==> src/rtl/uart_pkg.sv <==
// Shared UART definitions used by both the transmitter and the receiver.
// Holds the receiver FSM state encoding, the default frame geometry and the
// level of an idle serial line.
package uart_pkg;

    // Receiver FSM states.
    typedef enum logic [2:0] {
        ST_IDLE  = 3'd0,
        ST_START = 3'd1,
        ST_DATA  = 3'd2,
        ST_STOP  = 3'd3,
        ST_BREAK = 3'd4
    } uart_state_e;

    // Default baud_tick pulses per bit period (must be even and >= 4).
    localparam int OVERSAMPLE_DEF = 16;

    // Default number of data bits per frame.
    localparam int DATA_BITS_DEF = 8;

    // Level of the serial line when nothing is being sent.
    localparam logic IDLE_LEVEL = 1'b1;

endpackage : uart_pkg

==> src/rtl/sipo.sv <==
// Serial-in / parallel-out shift register, the receive-side counterpart of
// the transmitter's serializer.
// Ports:
//   clock        - rising-edge clock
//   reset_n      - asynchronous active-low reset, clears the register
//   shift_en     - shift one bit in on this clock
//   serial_in    - bit shifted into the LSB
//   parallel_out - current register contents (older bits toward the MSB)
module sipo #(
    parameter int WIDTH = 8
) (
    input  logic             clock,
    input  logic             reset_n,
    input  logic             shift_en,
    input  logic             serial_in,
    output logic [WIDTH-1:0] parallel_out
);

    logic [WIDTH-1:0] shift_q;
    logic [WIDTH-1:0] shift_d;

    // Shift left: the new bit enters at the LSB, so the first bit received
    // ends up in the MSB after WIDTH shifts.
    assign shift_d[0] = serial_in;
    for (genvar gi = 1; gi < WIDTH; gi++) begin : g_shift
        assign shift_d[gi] = shift_q[gi-1];
    end

    always_ff @(posedge clock or negedge reset_n) begin
        if (!reset_n) begin
            shift_q <= '0;
        end else if (shift_en) begin
            shift_q <= shift_d;
        end
    end

    assign parallel_out = shift_q;

endmodule : sipo

==> src/rtl/uart_rx.sv <==
// UART receiver with an oversampled bit clock.
// Detects a start bit, samples each data bit at mid-bit (MSB first on the
// wire), checks the stop bit and reports either a good byte or a framing
// error. A line held low after a bad stop bit is treated as a break and
// produces a single frame_err.
// Ports:
//   clock     - rising-edge clock
//   reset_n   - asynchronous active-low reset
//   baud_tick - one-clock enable at OVERSAMPLE x baud rate
//   rx_in     - asynchronous serial input, idle high
//   rx_data   - last good received word, held between rx_valid pulses
//   rx_valid  - one-clock pulse when rx_data updates
//   frame_err - one-clock pulse on a bad stop bit
//   busy      - high whenever the receiver is not idle
module uart_rx
    import uart_pkg::*;
#(
    parameter int OVERSAMPLE = OVERSAMPLE_DEF,
    parameter int DATA_BITS  = DATA_BITS_DEF
) (
    input  logic                 clock,
    input  logic                 reset_n,
    input  logic                 baud_tick,
    input  logic                 rx_in,
    output logic [DATA_BITS-1:0] rx_data,
    output logic                 rx_valid,
    output logic                 frame_err,
    output logic                 busy
);

    localparam int TICK_W = $clog2(OVERSAMPLE);
    // At least 3 bits wide, and always wide enough to hold DATA_BITS.
    localparam int BIT_W  = ($clog2(DATA_BITS + 1) > 3) ? $clog2(DATA_BITS + 1) : 3;

    localparam logic [TICK_W-1:0] HALF_LAST = TICK_W'(OVERSAMPLE / 2 - 1);
    localparam logic [TICK_W-1:0] FULL_LAST = TICK_W'(OVERSAMPLE - 1);
    localparam logic [BIT_W-1:0]  BIT_LAST  = BIT_W'(DATA_BITS - 1);

    // Two-flop synchronizer; both flops come out of reset at the idle level
    // so a reset never looks like a start bit.
    logic sync1_q;
    logic rx_s_q;

    always_ff @(posedge clock or negedge reset_n) begin
        if (!reset_n) begin
            sync1_q <= IDLE_LEVEL;
            rx_s_q  <= IDLE_LEVEL;
        end else begin
            sync1_q <= rx_in;
            rx_s_q  <= sync1_q;
        end
    end

    uart_state_e          state_q, state_d;
    logic [TICK_W-1:0]    tick_q, tick_d;
    logic [BIT_W-1:0]     bit_q, bit_d;
    logic [DATA_BITS-1:0] rx_data_q, rx_data_d;
    logic                 rx_valid_q, rx_valid_d;
    logic                 frame_err_q, frame_err_d;
    logic                 shift_en;
    logic [DATA_BITS-1:0] shift_word;

    sipo #(
        .WIDTH (DATA_BITS)
    ) u_sipo (
        .clock        (clock),
        .reset_n      (reset_n),
        .shift_en     (shift_en),
        .serial_in    (rx_s_q),
        .parallel_out (shift_word)
    );

    always_ff @(posedge clock or negedge reset_n) begin
        if (!reset_n) begin
            state_q     <= ST_IDLE;
            tick_q      <= '0;
            bit_q       <= '0;
            rx_data_q   <= '0;
            rx_valid_q  <= 1'b0;
            frame_err_q <= 1'b0;
        end else begin
            state_q     <= state_d;
            tick_q      <= tick_d;
            bit_q       <= bit_d;
            rx_data_q   <= rx_data_d;
            rx_valid_q  <= rx_valid_d;
            frame_err_q <= frame_err_d;
        end
    end

    always_comb begin
        state_d     = state_q;
        tick_d      = tick_q;
        bit_d       = bit_q;
        rx_data_d   = rx_data_q;
        rx_valid_d  = 1'b0;
        frame_err_d = 1'b0;
        shift_en    = 1'b0;

        unique case (state_q)
            ST_IDLE: begin
                if (baud_tick && !rx_s_q) begin
                    state_d = ST_START;
                    tick_d  = '0;
                end
            end

            ST_START: begin
                if (baud_tick) begin
                    if (tick_q == HALF_LAST) begin
                        // Mid start bit: a high line here was only a glitch.
                        tick_d  = '0;
                        bit_d   = '0;
                        state_d = rx_s_q ? ST_IDLE : ST_DATA;
                    end else begin
                        tick_d = tick_q + TICK_W'(1);
                    end
                end
            end

            ST_DATA: begin
                if (baud_tick) begin
                    if (tick_q == FULL_LAST) begin
                        // Counting started at mid start bit, so this is mid data bit.
                        shift_en = 1'b1;
                        tick_d   = '0;
                        if (bit_q == BIT_LAST) begin
                            bit_d   = '0;
                            state_d = ST_STOP;
                        end else begin
                            bit_d = bit_q + BIT_W'(1);
                        end
                    end else begin
                        tick_d = tick_q + TICK_W'(1);
                    end
                end
            end

            ST_STOP: begin
                if (baud_tick) begin
                    if (tick_q == FULL_LAST) begin
                        tick_d = '0;
                        if (rx_s_q) begin
                            rx_data_d  = shift_word;
                            rx_valid_d = 1'b1;
                            state_d    = ST_IDLE;
                        end else begin
                            frame_err_d = 1'b1;
                            state_d     = ST_BREAK;
                        end
                    end else begin
                        tick_d = tick_q + TICK_W'(1);
                    end
                end
            end

            ST_BREAK: begin
                // Leave as soon as the line rises, without waiting for a tick,
                // so a long break reports only one error.
                if (rx_s_q) begin
                    state_d = ST_IDLE;
                end
            end

            default: begin
                state_d = ST_IDLE;
            end
        endcase
    end

    assign rx_data   = rx_data_q;
    assign rx_valid  = rx_valid_q;
    assign frame_err = frame_err_q;
    assign busy      = (state_q != ST_IDLE);

endmodule : uart_rx

==> config.mk <==
export PLATFORM = sky130hd
export DESIGN_NAME = uart_rx
export DESIGN_NICKNAME = d
export VERILOG_FILES = /design/src/rtl/uart_pkg.sv /design/src/rtl/sipo.sv /design/src/rtl/uart_rx.sv
export SDC_FILE = /design/constraint.sdc
export NUM_CORES = 1
export LEC_CHECK = 0
export CAP_MARGIN = 20
export CORE_ASPECT_RATIO = 0.5
export CORE_UTILIZATION = 35
export CTS_CLUSTER_DIAMETER = 80
export DETAILED_ROUTE_END_ITERATION = 6
export REMOVE_ABC_BUFFERS = 1
export SYNTH_ARGS = -nofsm -noshare
export SYNTH_HDL_FRONTEND = slang
export SYNTH_SLANG_ARGS = --single-unit
==> constraint.sdc <==
create_clock -name clock -period 4.5 [get_ports clock]
set_input_delay 1.35 -clock clock [delete_from_list [all_inputs] [get_ports clock]]
set_output_delay 1.35 -clock clock [all_outputs]
set_load 0.02 [all_outputs]
==> results.json, run 1 <==
{
  "ys_seq_area_frac": 0.539,
  "swShare": 0.340,
  "ys_warn_count": 0,
  "netlist_instances": 119,
  "cts_tree": "done",
  "die_w_um": 92.9,
  "synthFlopType": "dfrtp_1",
  "netlist_top_cells_count": "dfrtp_1 (29), mux2_2 (15), nor2_1 (7)",
  "synth_edf_count": 0,
  "synth-simple-area-share": 0.170,
  "root_buffer": "clkbuf_8",
  "layout.nets": 142,
  "crit_chain": "or3_1 > clkdlybuf4s50_1",
  "vias": 970,
  "synth.lib_cells_used.distinct": 42,
  "worst_skew_pair.late_latency_ps": 290,
  "port_buffers": 14,
  "drt_iter0_drc": 26,
  "peakVddDrop_mv": 0.170,
  "antenna_found_initial": 0,
  "fin_area_sq_mm": 0.00172,
  "finClkSkew_ps": 2.68,
  "rows": 16,
  "cts_resized": 0,
  "synth_area_leaders": "dfrtp_1 (50%), mux2_2 (12%), dfstp_2 (3.6%)",
  "place_worst_setup_slack_ps": 1160,
  "seqCellArea_sq_um": 778,
  "dieArea_sq_mm": 0.00441,
  "synth_mux_area_frac": 0.125,
  "comb_power_share": 0.250,
  "viasPerCell": 5.08,
  "core_sq_mm": 0.00392,
  "clock_power_share": 0.280,
  "io_pins": 15,
  "yosysMostFrequentCell": "dfrtp_1",
  "cts_hold_buf": 0,
  "gr-usage-met2": 0.203,
  "min_period_ps": 3100,
  "top_usage_layer": "met2",
  "rsz0062_at_grt": "false",
  "die_y_um": 47.4,
  "crit_family": "buffers and inverters",
  "firstDrtPassIters": 6,
  "crit_path_end_kind": "output pin",
  "cp-start-kind": "flip-flop",
  "path_clk_slew_ps": 70,
  "grt_pass1_wl_mm": 4.20,
  "cts_max_level": 2,
  "use_met1": 0.170,
  "finalCritPeriodShare": 0.689,
  "hold_violations": 0,
  "ys_async_sr_fraction": 1.00,
  "drv_cap": 0,
  "n_antenna_cell": 0,
  "syn_avg_cell_area_sq_um": 12.1,
  "post_cts_buffers": 0,
  "setup_violations": 0,
  "outcome": "finished, violations left",
  "cts-buffers-inserted": 5,
  "yosysTopAreaCell": "dfrtp_1",
  "wl_per_cell_um": 13.2,
  "syn_area_sq_mm": 0.00145,
  "synthAdderAreaFrac": 0.0173,
  "dp_hpwl_mm": 1.68,
  "area_growth_syn_to_layout_pct": 19.2,
  "tightest_slew_ps": 862,
  "ys_ff_latch": 31,
  "gp_congestion": 0.701,
  "ant_nets": 0,
  "grt_usage": 0.130,
  "relSlewSlack": 0.423,
  "clk_path_buf_depth": 2,
  "powerDensity_mw_per_mm2": 454,
  "drive_gt1_frac": 0.248,
  "worst-setup-path-type": "flip-flop to output pin",
  "synth_top_family_by_area": "simple AND/OR/NAND/NOR gates",
  "dpl_cell_area_sq_mm": 0.00163,
  "n_fill_cell": 385,
  "grt_pass1_vias": 896,
  "synth_compound_area_frac": 0.124,
  "cp.required_ps": 3150,
  "slowest_delay_ps": 540,
  "worstPathMaxFanout": 14,
  "yosys.area.top_type_share": 0.502,
  "routed_wl_mm": 2.53,
  "cts_sinks": 31,
  "drc": 1,
  "synth_xor_area_frac": 0,
  "final_max_slew_viol_count": 0,
  "p_int_uw": 517,
  "hold_class": "flip-flop to flip-flop",
  "fin_tns_setup_ps": 0,
  "power_frac_seq": 0.470,
  "start_util": 0.368,
  "switching_power_uw": 266,
  "violations": "design-rule violations",
  "power_leakage_nw": 0.792,
  "crit_slowest_cell": "clkdlybuf4s50_1",
  "fmax_mhz": 322,
  "grt_max_degree": 32,
  "arrival_ps": 1750,
  "grt_util_met3": 0.0429,
  "grt_overflow": 0,
  "fin_ws_ps": 1400,
  "critPathBufInv": 1,
  "multi_input_area_sq_um": 629,
  "hold_ws_ps": 359
}
## layout by cell type (no fill, tap or decap), types with 2 or more instances in the layout
| cell type | instances |
|---|---|
| a21oi_1 | 2 |
| nand2_1 | 6 |
| dfrtp_1 | 29 |
| nor2b_1 | 3 |
| a22o_1 | 4 |
| nor3b_1 | 3 |
| nor3_1 | 4 |
| mux2_2 | 15 |
| o21ai_0 | 3 |
| clkdlybuf4s50_1 | 14 |
| inv_1 | 3 |
| o41ai_1 | 4 |
| nand3_1 | 2 |
| dfstp_2 | 2 |
| nand3b_1 | 3 |
| clkbuf_8 | 5 |
| nor2_1 | 7 |
| clkinvlp_4 | 2 |
| ha_1 | 2 |
## stage by stage
stage	power [mW]	utilization	std cells
floorplan	0.509	-	114
global placement	0.563	0.416	183
detailed placement	0.568	0.416	183
CTS	0.793	0.439	191
global route	0.839	0.439	191
finish	0.783	0.439	191
## sequential cells by signal (all words and copies together) (netlist names)
name                 flops
rx_data                  8
u_sipo.parallel_out      8
bit_q                    4
tick_q                   4
state_q                  3
frame_err                1
rx_s_q                   1
rx_valid                 1
sync1_q                  1
## power by group through the flow
stage                     clock network, mW  registers (mW)  logic, mW
after floorplan                           0           0.355      0.154
after global placement                    0           0.371      0.192
after detailed placement                  0           0.372      0.196
after CTS                             0.228           0.366      0.198
after global routing                  0.238           0.375      0.226
final                                 0.219           0.368      0.196
## path summary, 6_finish.rpt
path / cells after the start / endpoint / start / slack [ps]
min reg2reg: 0 / rx_s_q$_DFF_PN1_ / sync1_q$_DFF_PN1_ / 360
max: 2 / busy / state_q[1]$_DFFE_PN0P_ / 1400
max in group asynchronous: 2 / sync1_q$_DFF_PN1_ / reset_n / 2730
min in group asynchronous: 2 / tick_q[0]$_DFFE_PN0P_ / reset_n / 1440
min: 0 / rx_s_q$_DFF_PN1_ / sync1_q$_DFF_PN1_ / 360
max reg2reg: 3 / u_sipo.parallel_out[3]$_DFFE_PN0P_ / state_q[1]$_DFFE_PN0P_ / 2280
## cell type report
cell class              instances  share of cell area
flip-flops and latches         31               0.452
well taps                      54              0.0392
multi-input cells              80               0.365
clock buffers                   5              0.0399
repair buffers                 15              0.0857
inverters                       3             0.00654
clock inverters                 3              0.0116
## per-layer routing
metal / share of wire / vias up
met4: 0.017 / 0
met3: 0.030 / 6
li1: - / 475
met5: 0 / -
met2: 0.43 / 10
met1: 0.52 / 479
## worst register-to-register path, stage by stage, from the launching register on
cell	delay, ps
dfrtp_1	570
or3b_4	460
nor2_1	670
mux2_2	420
## logic make-up (layout without fill, tap and decap cells)
| kind of cell | after synthesis | after routing |
|---|---|---|
| AND/OR/NAND/NOR | 40 | 40 |
| flip-flops | 31 | 31 |
| AO/OA/AOI/OAI | 22 | 22 |
| multiplexers | 16 | 16 |
| buffers and inverters | 8 | 26 |
| adder cells (fa/ha/maj) | 2 | 2 |
No activity file was read; power rests on OpenSTA's default activity.
==> run 2: changes to the inputs <==
==> constraint.sdc (replaced) <==
create_clock -name clock -period 2.85 [get_ports clock]
set_input_delay 0.855 -clock clock [delete_from_list [all_inputs] [get_ports clock]]
set_output_delay 0.855 -clock clock [all_outputs]
set_load 0.02 [all_outputs]
==> run 2 against run 1 <==
  * The run still ends with design-rule violations left
  * Critical endpoint unchanged
  * Non-clock buffer count up 2
  * Worst hold slack worse by 1.4 ps
  * Largest power group unchanged
  * Global-route usage up 0.39 points
  * Clock power up 53%
  * Critical path depth unchanged
  * Flip-flop and latch count unchanged
  * Critical path type unchanged
==> results.json, run 2 (synthesized netlist as in run 1, its figures left out) <==
{
  "hold_violations": 0,
  "cts_sinks": 31,
  "grt_pass1_wl_mm": 4.32,
  "finalCritPeriodShare": 0.917,
  "final_max_slew_viol_count": 0,
  "worstPathMaxFanout": 15,
  "ant_nets": 0,
  "relSlewSlack": 0.700,
  "min_period_ps": 2610,
  "routed_wl_mm": 2.56,
  "worst-setup-path-type": "flip-flop to output pin",
  "drc": 1,
  "grt_usage": 0.134,
  "rsz0062_at_grt": "false",
  "power_leakage_nw": 0.803,
  "core_sq_mm": 0.00392,
  "outcome": "finished, violations left",
  "start_util": 0.368,
  "grt_overflow": 0,
  "dp_hpwl_mm": 1.69,
  "cts_resized": 0,
  "worst_r2r_endpoint": "state_q[0]$_DFFE_PN0P_",
  "powerDensity_mw_per_mm2": 709,
  "rows": 16,
  "post_cts_buffers": 0,
  "wl_per_cell_um": 13.3,
  "port_buffers": 14,
  "post-route-util": 0.442,
  "final_common_cell": "dfrtp_1",
  "cts_tree": "done",
  "peakVddDrop_mv": 0.227,
  "hold_class": "flip-flop to flip-flop",
  "die_w_um": 92.9,
  "antenna_found_initial": 0,
  "root_buffer": "clkbuf_8",
  "firstDrtPassIters": 6,
  "area_growth_syn_to_layout_pct": 20.0,
  "cts_hold_buf": 0,
  "fin_tns_setup_ps": 0,
  "path_clk_slew_ps": 70,
  "tightest_slew_ps": 450,
  "n_antenna_cell": 0,
  "cp-start-kind": "flip-flop",
  "worst_skew_pair.late_latency_ps": 280,
  "regToRegStartpoint": "tick_q[0]$_DFFE_PN0P_",
  "setup.worst_path.end": "busy",
  "layout_common_cells": "dfrtp_1 (29), mux2_2 (15), clkdlybuf4s50_1 (14)",
  "dieArea_sq_mm": 0.00441,
  "reg2reg_depth": 5,
  "drv_cap": 0,
  "hold_ws_ps": 358,
  "reg2reg_slack_ps": 920,
  "arrival_ps": 1760,
  "grt_pass1_vias": 882,
  "setup_violations": 0,
  "crit_path_end_kind": "output pin",
  "cp.required_ps": 2000,
  "drt_iter0_drc": 27,
  "layout.nets": 144,
  "cts-buffers-inserted": 5,
  "finClkSkew_ps": 7.56,
  "cts_max_level": 2,
  "viasPerCell": 5.03,
  "violations": "design-rule violations",
  "grt_max_degree": 32,
  "fmax_mhz": 383,
  "die_y_um": 47.4,
  "clk_path_buf_depth": 2,
  "io_pins": 15,
  "crit_start": "state_q[0]$_DFFE_PN0P_",
  "drive_gt1_frac": 0.252,
  "vias": 971,
  "gp_congestion": 0.831
}
## run 2: changes by cell type in the layout (fill, tap and decap cells not counted), sizes merged
cell	delta
clkbuf	+1
clkinvlp	-1
buf	+2
## run 2: power breakdown
group	internal [mW]	switching [mW]
clock network	0.170	0.166
registers	0.488	0.0778
logic	0.166	0.162
total	0.824	0.406
## run 2: critical path, cell delays in order (launching register included)
cell             delay, ps
dfrtp_1                530
or3_1                  410
clkdlybuf4s50_1        540
## run 2: layout make-up
cell class	count	area (sq um)
multi-input cells	80	629
fillers	402	2190
well taps	54	67.6
flip-flops and latches	31	778
clock inverters	2	12.5
repair buffers	17	163
inverters	3	11.3
clock buffers	6	72.6
## run 2: metal layers
metal | routed length, um | share of wire | up-vias | global-route usage
li1 | - | - | 484 | -
met4 | 14 | 0.0055 | 0 | 0.0462
met5 | 0 | 0 | - | 0
met2 | 1120 | 0.44 | 10 | 0.206
met3 | 63 | 0.025 | 2 | 0.0476
met1 | 1360 | 0.53 | 475 | 0.181
## run 2: per-stage QoR
step                power, mW  instance area (sq um)  worst slack, ps  cells
floorplan               0.803                   1420              821    114
global placement        0.899                   1650              260    185
detailed placement      0.902                   1650              163    185
CTS                      1.24                   1730              215    193
global route             1.32                   1730              152    193
finish                   1.23                   1730              238    193
## run 2: worst min path at each step
| stage | from | end | slack [ps] | depth (start not counted) |
|---|---|---|---|---|
| 2_1_floorplan | sync1_q$_DFF_PN1_ | rx_s_q$_DFF_PN1_ | 350 | 0 |
| 3_3_place_gp | sync1_q$_DFF_PN1_ | rx_s_q$_DFF_PN1_ | 350 | 0 |
| 3_5_place_dp | sync1_q$_DFF_PN1_ | rx_s_q$_DFF_PN1_ | 350 | 0 |
| 4_1_cts | sync1_q$_DFF_PN1_ | rx_s_q$_DFF_PN1_ | 360 | 0 |
| 5_1_grt | sync1_q$_DFF_PN1_ | rx_s_q$_DFF_PN1_ | 370 | 0 |
| 6_report | sync1_q$_DFF_PN1_ | rx_s_q$_DFF_PN1_ | 360 | 0 |
==> run 3: changes to the inputs <==
--- a/config.mk
+++ b/config.mk
@@ -10,6 +10,7 @@
 export CORE_UTILIZATION = 35
 export CTS_CLUSTER_DIAMETER = 80
 export DETAILED_ROUTE_END_ITERATION = 6
+export MAX_ROUTING_LAYER = met4
 export REMOVE_ABC_BUFFERS = 1
 export SYNTH_ARGS = -nofsm -noshare
 export SYNTH_HDL_FRONTEND = slang
==> run 3 against run 2 <==
  * The run still ends with design-rule violations left
  * Routed wire length up 0.12%
  * Via count up 0.51%
  * Critical path depth unchanged
  * Clock power about the same
  * Worst hold slack about the same
  * Global-route usage up 0.49 points
  * Sequential share of layout area unchanged
  * Clock-buffer cell count unchanged
  * Die area unchanged
  * Sequential power about the same
==> results.json, run 3 (synthesized netlist as in run 1, its figures left out) <==
{
  "n_antenna_cell": 0,
  "crit_path_end_kind": "output pin",
  "violations": "design-rule violations",
  "drive_gt1_frac": 0.252,
  "grt_max_degree": 32,
  "cts_sinks": 31,
  "drv_cap": 0,
  "arrival_ps": 1760,
  "cts_tree": "done",
  "clk_path_buf_depth": 2,
  "setup_violations": 0,
  "fin_area_sq_mm": 0.00173,
  "drt_iter0_drc": 27,
  "hold_ws_ps": 358,
  "worstPathMaxFanout": 15,
  "viasPerCell": 5.06,
  "layout_common_cells": "dfrtp_1 (29), mux2_2 (15), clkdlybuf4s50_1 (14)",
  "finalNonFillerCells": 193,
  "finClkSkew_ps": 7.61,
  "outcome": "finished, violations left",
  "fin_tns_setup_ps": 0,
  "final_max_slew_viol_count": 0,
  "worstHoldEndpoint": "rx_s_q$_DFF_PN1_",
  "post_cts_buffers": 0,
  "worst_skew_pair.late_latency_ps": 280,
  "grt_pass1_vias": 879,
  "wl_per_cell_um": 13.3,
  "ant_nets": 0,
  "die_y_um": 47.4,
  "core_sq_mm": 0.00392,
  "grt_pass1_wl_mm": 4.32,
  "rows": 16,
  "multi_input_area_sq_um": 629,
  "reg2reg_slack_ps": 920,
  "vias": 976,
  "grt_overflow": 0,
  "antenna_found_initial": 0,
  "seqCellArea_sq_um": 778,
  "cts_hold_buf": 0,
  "finalCritPeriodShare": 0.916,
  "cp-start-kind": "flip-flop",
  "fmax_mhz": 383,
  "worst-setup-path-type": "flip-flop to output pin",
  "cts_max_level": 2,
  "routed_wl_mm": 2.57,
  "dp.cells": 185,
  "path_clk_slew_ps": 70,
  "rsz0062_at_grt": "false",
  "cts-buffers-inserted": 5,
  "gp_congestion": 0.844,
  "start_util": 0.368,
  "peakVddDrop_mv": 0.226,
  "hold_class": "flip-flop to flip-flop",
  "min_period_ps": 2610,
  "root_buffer": "clkbuf_8",
  "n_fill_cell": 402,
  "relSlewSlack": 0.699,
  "holdPathStages": 0,
  "dieArea_sq_mm": 0.00441,
  "layout.nets": 144,
  "cp.required_ps": 2000,
  "tightest_slew_ps": 451,
  "powerDensity_mw_per_mm2": 709,
  "regToRegStartpoint": "tick_q[0]$_DFFE_PN0P_",
  "io_pins": 15,
  "grt_usage": 0.139,
  "area_growth_syn_to_layout_pct": 20.0,
  "power_leakage_nw": 0.803,
  "drc": 1,
  "port_buffers": 14,
  "dp_hpwl_mm": 1.69,
  "dpl_cell_area_sq_mm": 0.00165,
  "place_worst_setup_slack_ps": 163,
  "worst_r2r_endpoint": "state_q[0]$_DFFE_PN0P_",
  "fin_ws_ps": 238,
  "min_from": "sync1_q$_DFF_PN1_",
  "cts_resized": 0,
  "firstDrtPassIters": 6,
  "final_common_cell": "dfrtp_1",
  "reg2reg_depth": 5,
  "crit_start": "state_q[0]$_DFFE_PN0P_",
  "hold_violations": 0,
  "die_w_um": 92.9
}
-- run 3: cell counts in the layout (fill, tap and decap cells not counted) --
No cell type changed its count.
-- run 3: through the flow --
| step | util | power (mW) |
|---|---|---|
| 2_1_floorplan | - | 0.803 |
| 3_3_place_gp | 0.420 | 0.899 |
| 3_5_place_dp | 0.420 | 0.902 |
| 4_1_cts | 0.442 | 1.24 |
| 5_1_grt | 0.442 | 1.32 |
| 6_report | 0.442 | 1.23 |
-- run 3: per-layer routing --
metal / wire (um) / global-route usage / vias up
met4: 12 / 0.0462 / 0
met5: 0 / - / -
met1: 1350 / 0.181 / 477
li1: - / - / 484
met2: 1130 / 0.206 / 13
met3: 73 / 0.0476 / 2
-- run 3: area by class of cell --
| cell class | instances | share of cell area |
|---|---|---|
| timing repair buffer | 17 | 0.0938 |
| multi-input combinational | 80 | 0.363 |
| tap | 54 | 0.0390 |
| clock buffer | 6 | 0.0418 |
| clock inverter | 2 | 0.00722 |
| inverter | 3 | 0.00649 |
| sequential | 31 | 0.449 |
-- run 3: where the power goes --
part,total [mW],internal (mW),switching [mW]
combinational,0.328,0.166,0.162
clock,0.336,0.170,0.165
sequential,0.565,0.488,0.0778
total,1.23,0.824,0.405
-- run 3: critical path: stages (launching register included) --
cell and delay [ps]:
dfrtp_1 530, or3_1 410, clkdlybuf4s50_1 540
-- run 3: worst max path at each step --
stage | to | slack (ps)
final | busy | 240
after global routing | busy | 150
after CTS | busy | 210
after detailed placement | state_q[0]$_DFFE_PN0P_ | 160
after global placement | state_q[1]$_DFFE_PN0P_ | 260
after floorplan | u_sipo.parallel_out[0]$_DFFE_PN0P_ | 820
